[config.mk]
export PLATFORM = sky130hd
export DESIGN_NAME = div_seq_flat
export DESIGN_NICKNAME = d
export VERILOG_FILES = /design/src/rtl/div_seq_pkg.sv /design/src/rtl/div_seq_if.sv /design/src/rtl/div_step.sv /design/src/rtl/div_seq.sv /design/src/flat_wrapper.sv
export SDC_FILE = /design/constraint.sdc
export NUM_CORES = 1
export LEC_CHECK = 0
export CORE_ASPECT_RATIO = 1.1
export CORE_MARGIN = 8
export CORE_UTILIZATION = 40
export DETAILED_ROUTE_END_ITERATION = 7
export SLEW_MARGIN = 40
export SYNTH_ARGS = -nofsm -noshare
export SYNTH_HDL_FRONTEND = slang
export SYNTH_SLANG_ARGS = --single-unit
[constraint.sdc]
create_clock -name clk -period 5.2 [get_ports clk]
set_input_delay 1.04 -clock clk [delete_from_list [all_inputs] [get_ports clk]]
set_output_delay 1.04 -clock clk [all_outputs]
set_load 0.02 [all_outputs]
[src/rtl/div_seq_pkg.sv]
// div_seq_pkg: shared definitions for the multi-cycle divider sequencer.
//   DIV_DW        default operand/result width
//   STALL_EX_IDX  bit of the pipeline stall vector owned by the EX stage;
//                 the pipeline controller ORs stallreq_for_div into it
//   div_state_e   2-bit sequencer state encoding
package div_seq_pkg;

  localparam int DIV_DW       = 32;
  localparam int STALL_EX_IDX = 2;

  typedef enum logic [1:0] {
    DIV_IDLE = 2'd0,
    DIV_ZERO = 2'd1,
    DIV_ON   = 2'd2,
    DIV_DONE = 2'd3
  } div_state_e;

endpackage

[src/rtl/div_seq_if.sv]
// div_seq_if: EX-stage <-> divider sequencer connection.
//   master (EX side): drives flush, start, signed_op, dividend, divisor;
//                     receives stallreq_for_div, ready, quotient, remainder
//   slave  (divider): the mirror image
interface div_seq_if #(
  parameter int DW = 32
);
  logic          flush;
  logic          start;
  logic          signed_op;
  logic [DW-1:0] dividend;
  logic [DW-1:0] divisor;
  logic          stallreq_for_div;
  logic          ready;
  logic [DW-1:0] quotient;
  logic [DW-1:0] remainder;

  modport master (
    output flush, start, signed_op, dividend, divisor,
    input  stallreq_for_div, ready, quotient, remainder
  );

  modport slave (
    input  flush, start, signed_op, dividend, divisor,
    output stallreq_for_div, ready, quotient, remainder
  );
endinterface

[src/rtl/div_step.sv]
// div_step: one combinational restoring-division iteration.
//   work_i    {partial remainder, dividend/quotient bits}, 2*DW bits
//   divisor_i magnitude of the divisor
//   work_o    working register after shifting in one quotient bit
module div_step #(
  parameter int DW = 32
) (
  input  logic [2*DW-1:0] work_i,
  input  logic [DW-1:0]   divisor_i,
  output logic [2*DW-1:0] work_o
);
  // One extra bit on top keeps the bit shifted out of the partial
  // remainder, which can exceed DW bits before the subtraction.
  logic [2*DW:0] shifted;
  logic [DW:0]   upper;
  logic [DW-1:0] diff;

  always_comb begin
    shifted = {work_i, 1'b0};
    upper   = shifted[2*DW:DW];
    // The true difference is below the divisor, so DW bits are enough.
    diff    = upper[DW-1:0] - divisor_i;
    if (upper >= {1'b0, divisor_i}) begin
      work_o = {diff, shifted[DW-1:1], 1'b1};
    end else begin
      work_o = shifted[2*DW-1:0];
    end
  end
endmodule

[src/rtl/div_seq.sv]
// div_seq: sequencer for a radix-2 DIV/DIVU unit in the EX stage.
//   clk  rising-edge clock
//   rst  synchronous active-high reset
//   bus  div_seq_if.slave: start/flush/operands in; stall request,
//        single-cycle ready pulse and registered quotient/remainder out
// Normal divides take DW iterations (ready in cycle DW+1 after acceptance);
// divide-by-zero short-cuts through DIV_ZERO (ready in cycle 2).
module div_seq
  import div_seq_pkg::*;
#(
  parameter int DW = DIV_DW
) (
  input  logic clk,
  input  logic rst,
  div_seq_if.slave bus
);
  localparam int CW = $clog2(DW) + 1;

  div_state_e    state_q;
  logic [CW-1:0] cnt_q;
  logic [2*DW-1:0] work_q;
  logic [2*DW-1:0] work_step;
  logic [DW-1:0] divisor_q;
  logic          neg_dvd_q;
  logic          neg_dvs_q;
  logic          ready_q;
  logic [DW-1:0] quotient_q;
  logic [DW-1:0] remainder_q;

  logic [DW-1:0] dividend_abs;
  logic [DW-1:0] divisor_abs;
  logic [DW-1:0] quot_fix;
  logic [DW-1:0] rem_fix;

  // Negating the most negative value yields the same bit pattern, which read
  // unsigned is exactly its magnitude.
  assign dividend_abs = (bus.signed_op && bus.dividend[DW-1]) ? -bus.dividend : bus.dividend;
  assign divisor_abs  = (bus.signed_op && bus.divisor[DW-1])  ? -bus.divisor  : bus.divisor;

  div_step #(.DW(DW)) u_step (
    .work_i    (work_q),
    .divisor_i (divisor_q),
    .work_o    (work_step)
  );

  // Sign fix-up applied to the final iteration's output. The neg flags are
  // only ever set for signed operations, so DIVU passes straight through.
  assign quot_fix = (neg_dvd_q ^ neg_dvs_q) ? -work_step[DW-1:0]    : work_step[DW-1:0];
  assign rem_fix  = neg_dvd_q               ? -work_step[2*DW-1:DW] : work_step[2*DW-1:DW];

  always_ff @(posedge clk) begin
    if (rst) begin
      state_q     <= DIV_IDLE;
      cnt_q       <= '0;
      work_q      <= '0;
      divisor_q   <= '0;
      neg_dvd_q   <= 1'b0;
      neg_dvs_q   <= 1'b0;
      ready_q     <= 1'b0;
      quotient_q  <= '0;
      remainder_q <= '0;
    end else begin
      ready_q <= 1'b0;
      if (bus.flush) begin
        state_q <= DIV_IDLE;
        cnt_q   <= '0;
      end else begin
        case (state_q)
          DIV_IDLE: begin
            if (bus.start) begin
              neg_dvd_q <= bus.signed_op & bus.dividend[DW-1];
              neg_dvs_q <= bus.signed_op & bus.divisor[DW-1];
              divisor_q <= divisor_abs;
              cnt_q     <= '0;
              if (bus.divisor == '0) begin
                // Keep the raw dividend: it is the remainder for x/0.
                work_q  <= {{DW{1'b0}}, bus.dividend};
                state_q <= DIV_ZERO;
              end else begin
                work_q  <= {{DW{1'b0}}, dividend_abs};
                state_q <= DIV_ON;
              end
            end
          end
          DIV_ON: begin
            work_q <= work_step;
            cnt_q  <= cnt_q + CW'(1);
            if (cnt_q == CW'(DW - 1)) begin
              state_q     <= DIV_DONE;
              ready_q     <= 1'b1;
              quotient_q  <= quot_fix;
              remainder_q <= rem_fix;
            end
          end
          DIV_ZERO: begin
            state_q     <= DIV_DONE;
            ready_q     <= 1'b1;
            quotient_q  <= '1;
            remainder_q <= work_q[DW-1:0];
          end
          DIV_DONE: begin
            // start during DONE belongs to the op just finishing; ignore it.
            state_q <= DIV_IDLE;
            cnt_q   <= '0;
          end
          default: state_q <= DIV_IDLE;
        endcase
      end
    end
  end

  assign bus.stallreq_for_div = !rst && !bus.flush &&
                                (((state_q == DIV_IDLE) && bus.start) ||
                                 (state_q == DIV_ON) || (state_q == DIV_ZERO));
  assign bus.ready     = ready_q;
  assign bus.quotient  = quotient_q;
  assign bus.remainder = remainder_q;
endmodule

[src/flat_wrapper.sv]
// flat-port wrapper written by rule: the top's interface ports become plain ports
module div_seq_flat import div_seq_pkg::*;
#(
  parameter int DW = DIV_DW
)
  (clk, rst, bus_flush, bus_start, bus_signed_op, bus_dividend, bus_divisor, bus_stallreq_for_div, bus_ready, bus_quotient, bus_remainder);
  div_seq_if #(.DW(DW)) bus_i ();
  input  logic clk;
  input  logic rst;
  input wire logic [$bits(bus_i.flush)-1:0] bus_flush;
  input wire logic [$bits(bus_i.start)-1:0] bus_start;
  input wire logic [$bits(bus_i.signed_op)-1:0] bus_signed_op;
  input wire logic [$bits(bus_i.dividend)-1:0] bus_dividend;
  input wire logic [$bits(bus_i.divisor)-1:0] bus_divisor;
  output wire logic [$bits(bus_i.stallreq_for_div)-1:0] bus_stallreq_for_div;
  output wire logic [$bits(bus_i.ready)-1:0] bus_ready;
  output wire logic [$bits(bus_i.quotient)-1:0] bus_quotient;
  output wire logic [$bits(bus_i.remainder)-1:0] bus_remainder;
  assign bus_i.flush = bus_flush;
  assign bus_i.start = bus_start;
  assign bus_i.signed_op = bus_signed_op;
  assign bus_i.dividend = bus_dividend;
  assign bus_i.divisor = bus_divisor;
  assign bus_stallreq_for_div = bus_i.stallreq_for_div;
  assign bus_ready = bus_i.ready;
  assign bus_quotient = bus_i.quotient;
  assign bus_remainder = bus_i.remainder;
  div_seq #(.DW(DW)) u_core (.clk(clk), .rst(rst), .bus(bus_i));
endmodule
==> results.md, run 1 <==
* Top-area cell type share of the netlist area at 27.6%
* Worst min path class: reg2reg
* Initial antenna violation count at 0
* Clock Skew at approximately 0.0096 ns
* P&R area growth vs syn at 17.3%
* Share of layout cells above drive strength 1 at around 7.0%
* Unrepaired setup endpoints after global routing: false
* Clock Path Buffers at 2
* Vias in the first global route at approximately 12,000
* Max_cap viols at 0
* Placer Congestion at between 0.9 and 1
* FILL cells at a little over 3,000
* Vias at about 12,000
* Post-synthesis mux area share at 2.58%
* Top fanout value on the critical path at 9
* Slew Limit Fails at 0
* Critical Path AT at approximately 5 ns
* Tcrit/Tclk final at 90.4%
* Grt total ovfl at 0
* Post-DRT Antenna Nets at 0
* EDFF count, synth at 0
* Req. time, crit path at between 5 and 6 ns
* Critical path class: reg2reg
* Rel. slew slack at about 45%
* Post-synthesis simple-gate area fraction at a little under a quarter
* Num CTS Buffers at 17
* I/O pin count at approximately 140
* CTS Hold Bufs at 0
* Power Dens Cells at between 200 and 300 nW/µm²
* Xor-xnor portion of the synthesized cell area at 9.24%
* Synth Area in Adders at about 4.3%
* Largest family of logic cells by synthesized area: compound AO/OA/AOI/OAI gates
* Row cnt at 67
* Fin. Hold Viols at 0
* Root buffer cell: clkbuf_16
* Clk slew on worst S/H paths at around 0.070 ns
* Status: finished clean
* IO buf count at between 100 and 150
* Vias per cell at around 5.7
* Footprint of the multi-input gates at 8230 µm²
* Startpoint types: flop
* WL/cell at between 15 and 20 µm
* Async SR Flop Fraction at 0%
* Mapped Avg Cell Area at around 7.4 µm²
* Sequential cell area fraction in the yosys report at approximately 28%
* First-pass GRT wire length at 63,100 µm
* Clk_lat worst skew at between 0.4 and 0.5 ns
* DRC Markers at 0
* Largest net degree at the start of global routing at slightly above 80
* First DRT Iteration DRCs at 1,129
* Ys Warns at 0
* Register Area at 3420 µm²
* Post-Route Setup TNS at 0 ns
* # diodes at 0
* Yosys reg bits at 171
* Cell variety after synth at a little under 100
* Leak at around 5.3 nW
* Final net count at 1,859
* Post-Place Cell Area at 14,000 µm²
* FMAX at about 210 MHz
* Count of cells resized by post-cts repair at 0
* Die W at 184 µm
* Cell taking the most area after synthesis: dfxtp_1
* Die Area at 36,900 µm²
* Post-synth top cells: nand2_1, nor2_1, dfxtp_1
* Worst slew pin tran at slightly above 0.8 ns
* Initial Util at between 40% and 50%
* All-Layer GR Usage at approximately a fifth
* Final instance area at ~15,000 µm²
* Final wirelength at between 30,000 and 40,000 µm
* Total Power at 3.84 mW
* Post-CTS Setup Bufs at 0
* Count leader, synth: nand2_1
* CP endpoint kind: flop
* Placed cell count at around 2,100
* Non-Filler Instances at about 2,200
* Syn Inst Count at roughly 1,700
* VDD IR-drop max at approximately 0.24 mV
* Main flop type after synthesis: dfxtp_1
* CORE AREA at 30,500 µm²
* H-tree depth at 4
* DR pass1 iterations at 5
* Final setup fails at 0
* Clock sink total at roughly 170
* Die height at 201 µm
* Hold WS at around 0.45 ns
* Syn_nets at between 1,500 and 2,000
* Min Clock Period, post-route at 4.70 ns
* Complex-gate fraction of the synthesized area at between 20% and 30%
* CTS tree: done
* Top cells by area, synth: dfxtp_1, a21oi_1, nand2_1
* Post-DP HPWL at 29,300 µm
* Cell Area, Synth at roughly 12,000 µm²
[where the power goes]
part,total [mW],internal (mW),switching [mW]
Combinational,1.08,0.422,0.656
Sequential,1.45,1.38,0.0746
Clock,1.31,0.725,0.587
Total,3.84,2.53,1.32
[final cells by class]
cell class                 count  area share, %
multi-input combinational   1330           56.5
timing repair buffer         162           10.7
sequential                   171           23.5
clock buffer                  19           3.04
tap                          414           3.56
clock inverter                13          0.971
inverter                      66           1.70
[layer usage]
metal  GRT usage, %  wire length [µm]  vias up
li1               -                 -     6152
met1           29.0             18600     5689
met2           32.8             17700      411
met3           2.97              2330       40
met4           6.40               887        0
met5              0                 0        -
[registers in the layout (all words and copies together), names as in the netlist]
signal,flops
u_core.neg_dvs_q,1
u_core.bus.quotient,32
u_core.cnt_q,6
u_core.neg_dvd_q,1
u_core.work_q,64
u_core.state_q,2
u_core.bus.ready,1
u_core.divisor_q,32
u_core.bus.remainder,32
[placed cells by master, fill, tap and decap left out, drive strengths merged, types with 11 or more instances in the layout]
cell           synthesis  final
or2                   11     11
o211ai                11     11
nor2                 192    192
a211oi                50     50
clkdlybuf4s50          0    133
a31oi                 14     14
inv                   64     68
dfxtp                171    171
a22oi                 19     19
clkbuf                84     19
xnor2                 60     60
nand4                 18     18
or3                   12     12
nor3                  45     45
nand2                206    206
xor2                  71     71
o41ai                 17     17
and3                  11     11
or4                   11     11
a21oi                157    157
nor4                  22     22
nand3                 31     31
mux2i                 23     23
o21ai                137    137
o31ai                 21     21
buf                   31     29
a21o                  11     11
ha                    41     41
nand2b                12     12
[stage by stage]
| step | worst slack (ns) | util [%] |
|---|---|---|
| 3_3_place_gp | 0.434 | 45.7 |
| 4_1_cts | 0.563 | 47.7 |
| 5_1_grt | 0.203 | 47.7 |
| 6_report | 0.502 | 47.7 |
| 3_5_place_dp | 0.355 | 45.8 |
| 2_1_floorplan | 0.525 | - |
[worst paths after layout]
check | start | end | slack, ns | depth (start not counted)
worst min register to register | u_core.bus.remainder[7] | u_core.bus.remainder[7] | 0.45 | 2
worst max-delay path | u_core.work_q[47] | u_core.bus.quotient[28] | 0.50 | 18
worst max register to register | u_core.work_q[47] | u_core.bus.quotient[28] | 0.50 | 18
worst min-delay path | u_core.bus.remainder[7] | u_core.bus.remainder[7] | 0.45 | 2
[cells by family after synthesis]
group                      after synthesis
buffers and inverters                  183
adders and majority gates               42
DFF                                    171
xor gates and xnor gates               131
and+or+nand+nor                        621
muxes                                   31
AOI/OAI and AO/OA                      505
[worst max-delay path: stages, from the launching register on]
cell and delay [ns]:
dfxtp_1 0.46, ha_1 0.39, a21oi_1 0.32, o21ai_0 0.28, a21oi_1 0.31, o21a_1 0.19
nand3_2 0.17, inv_2 0.11, buf_4 0.14, ha_1 0.17, nand2b_1 0.07, nor4_1 0.31
nand2_1 0.16, or2_2 0.35, nor3_1 0.40, and2_1 0.31, a21oi_1 0.11, xnor2_1 0.22
a21oi_1 0.09
(Power assumes the default switching activity.)
==> inputs of run 2 (changes only) <==
--- a/config.mk
+++ b/config.mk
@@ -8,6 +8,7 @@
 export CORE_ASPECT_RATIO = 1.1
 export CORE_MARGIN = 8
 export CORE_UTILIZATION = 40
+export CTS_BUF_LIST = sky130_fd_sc_hd__clkbuf_8
 export DETAILED_ROUTE_END_ITERATION = 7
 export SLEW_MARGIN = 40
 export SYNTH_ARGS = -nofsm -noshare
==> run 2 against run 1 <==
Cell area down 1.3%. Final cell count unchanged. Wire length about the same. Maximum frequency down 0.21%. Global-route usage hardly changed. Core utilization shrank 0.63 points. Sequential share of layout area rose by 0.31 points. Sequential power is essentially flat. Combinational power about the same. Total power fell by 8.4%. Largest power group unchanged.
==> results.md, run 2 (synthesis gave the netlist of run 1 again) <==
* FMAX at 212 MHz (-0.21%)
* IO buf count at 134 (unchanged)
* CP endpoint kind: flop
* Post-DP HPWL at 29,300 µm (unchanged)
* Largest stage delay, worst path at 0.47 ns (about the same)
* CTS Hold Bufs at 0 (unchanged)
* P&R area growth vs syn at 15.7%
* First-pass GRT wire length at 63,000 µm (-0.16%)
* Slew Limit Fails at 0 (unchanged)
* Most frequent cells in the layout: nand2_1, nor2_1, dfxtp_1
* All-Layer GR Usage at 20.9% (about the same)
* Tcrit/Tclk final at 90.5% (+0.19 points)
* Req. time, crit path at 5.57 ns (+0.06 ns)
* Worst slew pin tran at 0.748 ns (-0.0687 ns)
* Post-Route Setup TNS at 0 ns (unchanged)
* Fin. Hold Viols at 0 (unchanged)
* WL/cell at 18.1 µm (about the same)
* Startpoint types: flop
* VDD IR-drop max at 0.161 mV (-33%)
* DR pass1 iterations at 6 (+1)
* Die W at 184 µm (unchanged)
* I/O pin count at 135 (unchanged)
* Die Area at 36,900 µm² (unchanged)
* Worst Hold Launch: u_core.bus.remainder[7]
* Post-DRT Antenna Nets at 0 (unchanged)
* Row cnt at 67 (unchanged)
* Root buffer cell: clkbuf_8
* Vias at 12,300 (+0.15%)
* Crit path from: u_core.work_q[47]
* Placer Congestion at 0.924 (unchanged)
* Internal power at 2.24 mW (-11%)
* Clock Path Buffers at 2 (unchanged)
* Clock share of power at 28.1% (-6.0 points)
* Sw Ratio at 36.3% (+2.1 points)
* Grt total ovfl at 0 (unchanged)
* Unrepaired setup endpoints after global routing: false
* Post-CTS Setup Bufs at 0 (unchanged)
* Reg power frac at 41.3% (+3.5 points)
* Switch Pwr at 1.28 mW (-2.9%)
* Largest net degree at the start of global routing at 81 (unchanged)
* FILL cells at 3,112 (+0.91%)
* Critical Path AT at 5.08 ns (+0.07 ns)
* Logic pwr share at 30.6% (+2.6 points)
* Min Clock Period, post-route at 4.71 ns (+0.00977 ns)
* Share of layout cells above drive strength 1 at 7.04% (unchanged)
* Initial antenna violation count at 0 (unchanged)
* Vias in the first global route at 11,400 (-0.67%)
* CORE AREA at 30,500 µm² (unchanged)
* Num CTS Buffers at 17 (unchanged)
* Critical path class: reg2reg
* Final setup fails at 0 (unchanged)
* First DRT Iteration DRCs at 1,100 (-2.6%)
* DRC Markers at 0 (unchanged)
* FF-to-FF setup slack at 0.49 ns (about the same)
* Initial Util at 40.7% (unchanged)
* Slowest library cell on the worst path: dfxtp_1
* Worst Hold Endpoint: u_core.bus.remainder[7]
* Final wirelength at 39,400 µm (about the same)
* Status: finished clean
* Hold WS at 0.456 ns (+0.00184 ns)
* Crit-path most repeated cell: a21oi_1
* Rel. slew slack at 48.8% (+4.0 points)
* Worst min path class: reg2reg
* Leak at 5.25 nW (-1.6%)
* Max_cap viols at 0 (unchanged)
* CTS tree: done
* Max reg flops at 64 (unchanged)
* Clk_lat worst skew at 0.49 ns (+0.05 ns)
* Power Dens Cells at 245 nW/µm² (-7.2%)
* R2r worst-path depth at 18 (unchanged)
* Clk slew on worst S/H paths at 0.10 ns (+0.03 ns)
* Clock sink total at 171 (unchanged)
* Hold Path Depth at 2 (unchanged)
* Count of cells resized by post-cts repair at 0 (unchanged)
* Cell chain of the critical path: ha_1 -> a21oi_1 -> o21ai_0 -> a21oi_1 -> o21a_1 -> nand3_2 -> inv_2 -> buf_4 -> ha_1 -> nand2b_1 -> nor4_1 -> nand2_1 -> or2_2 -> nor3_1 -> and2_1 -> a21oi_1 -> xnor2_1 -> a21oi_1
* R2R Path Start: u_core.work_q[47]
* Vias per cell at 5.66 (+0.15%)
* FF-to-FF End: u_core.bus.quotient[28]
* Top fanout value on the critical path at 9 (unchanged)
* Commonest non-fill, non-tap cell in the layout: nand2_1
* # diodes at 0 (unchanged)
* Clock Skew at 0.0159 ns (+0.00628 ns)
* Die height at 201 µm (unchanged)
* Register with the most flip-flops: u_core.work_q
* Final net count at 1,859 (unchanged)
* H-tree depth at 4 (unchanged)
run 2: area by class of cell:
class	count	area (µm²)	area share [%]
inverters	66	248	1.72
clock inverters	14	145	1.01
clock buffers	18	248	1.72
flip-flops and latches	171	3420	23.8
multi-input cells	1330	8230	57.3
well taps	414	518	3.61
repair buffers	162	1560	10.8
run 2: per-layer routing:
| metal | global-route usage, % | share of wire [%] | up-vias |
|---|---|---|---|
| met1 | 29.1 | 47 | 5689 |
| li1 | - | - | 6152 |
| met4 | 6.17 | 2.3 | 0 |
| met5 | 0 | 0 | - |
| met3 | 3.15 | 5.6 | 50 |
| met2 | 32.7 | 45 | 419 |
run 2: how the worst max path moves through the flow:
stage	to	cells after the start
4_1_cts	u_core.bus.remainder[22]	16
3_5_place_dp	u_core.work_q[12]	12
5_1_grt	u_core.bus.remainder[22]	16
6_report	u_core.bus.quotient[28]	18
2_1_floorplan	u_core.bus.remainder[22]	20
3_3_place_gp	u_core.work_q[9]	12
run 2: worst max-delay path: cells and delay by family, from the launching register on:
family,cells,cell delay (ns)
DFF,1,0.47
buffers and inverters,2,0.26
adders and majority gates,2,0.55
xor gates and xnor gates,1,0.23
AOI/OAI and AO/OA,6,1.30
and+or+nand+nor,7,1.78
run 2: power groups by stage:
stage | clock network, mW | logic (mW) | registers (mW)
floorplan | 0 | 0.708 | 1.48
global placement | 0 | 1.05 | 1.48
detailed placement | 0 | 1.07 | 1.48
CTS | 1.01 | 1.07 | 1.45
global route | 1.06 | 1.19 | 1.46
finish | 0.990 | 1.08 | 1.45
run 2: metrics by stage:
step / instance area, µm² / cells / setup slack (ns) / total power, mW / util [%]
after floorplan: 12400 / 1684 / 0.525 / 2.19 / -
after global placement: 13900 / 2142 / 0.434 / 2.54 / 45.7
after detailed placement: 14000 / 2142 / 0.355 / 2.55 / 45.8
after CTS: 14400 / 2174 / 0.557 / 3.53 / 47.0
after global routing: 14400 / 2175 / 0.200 / 3.71 / 47.1
final: 14400 / 2175 / 0.492 / 3.52 / 47.1
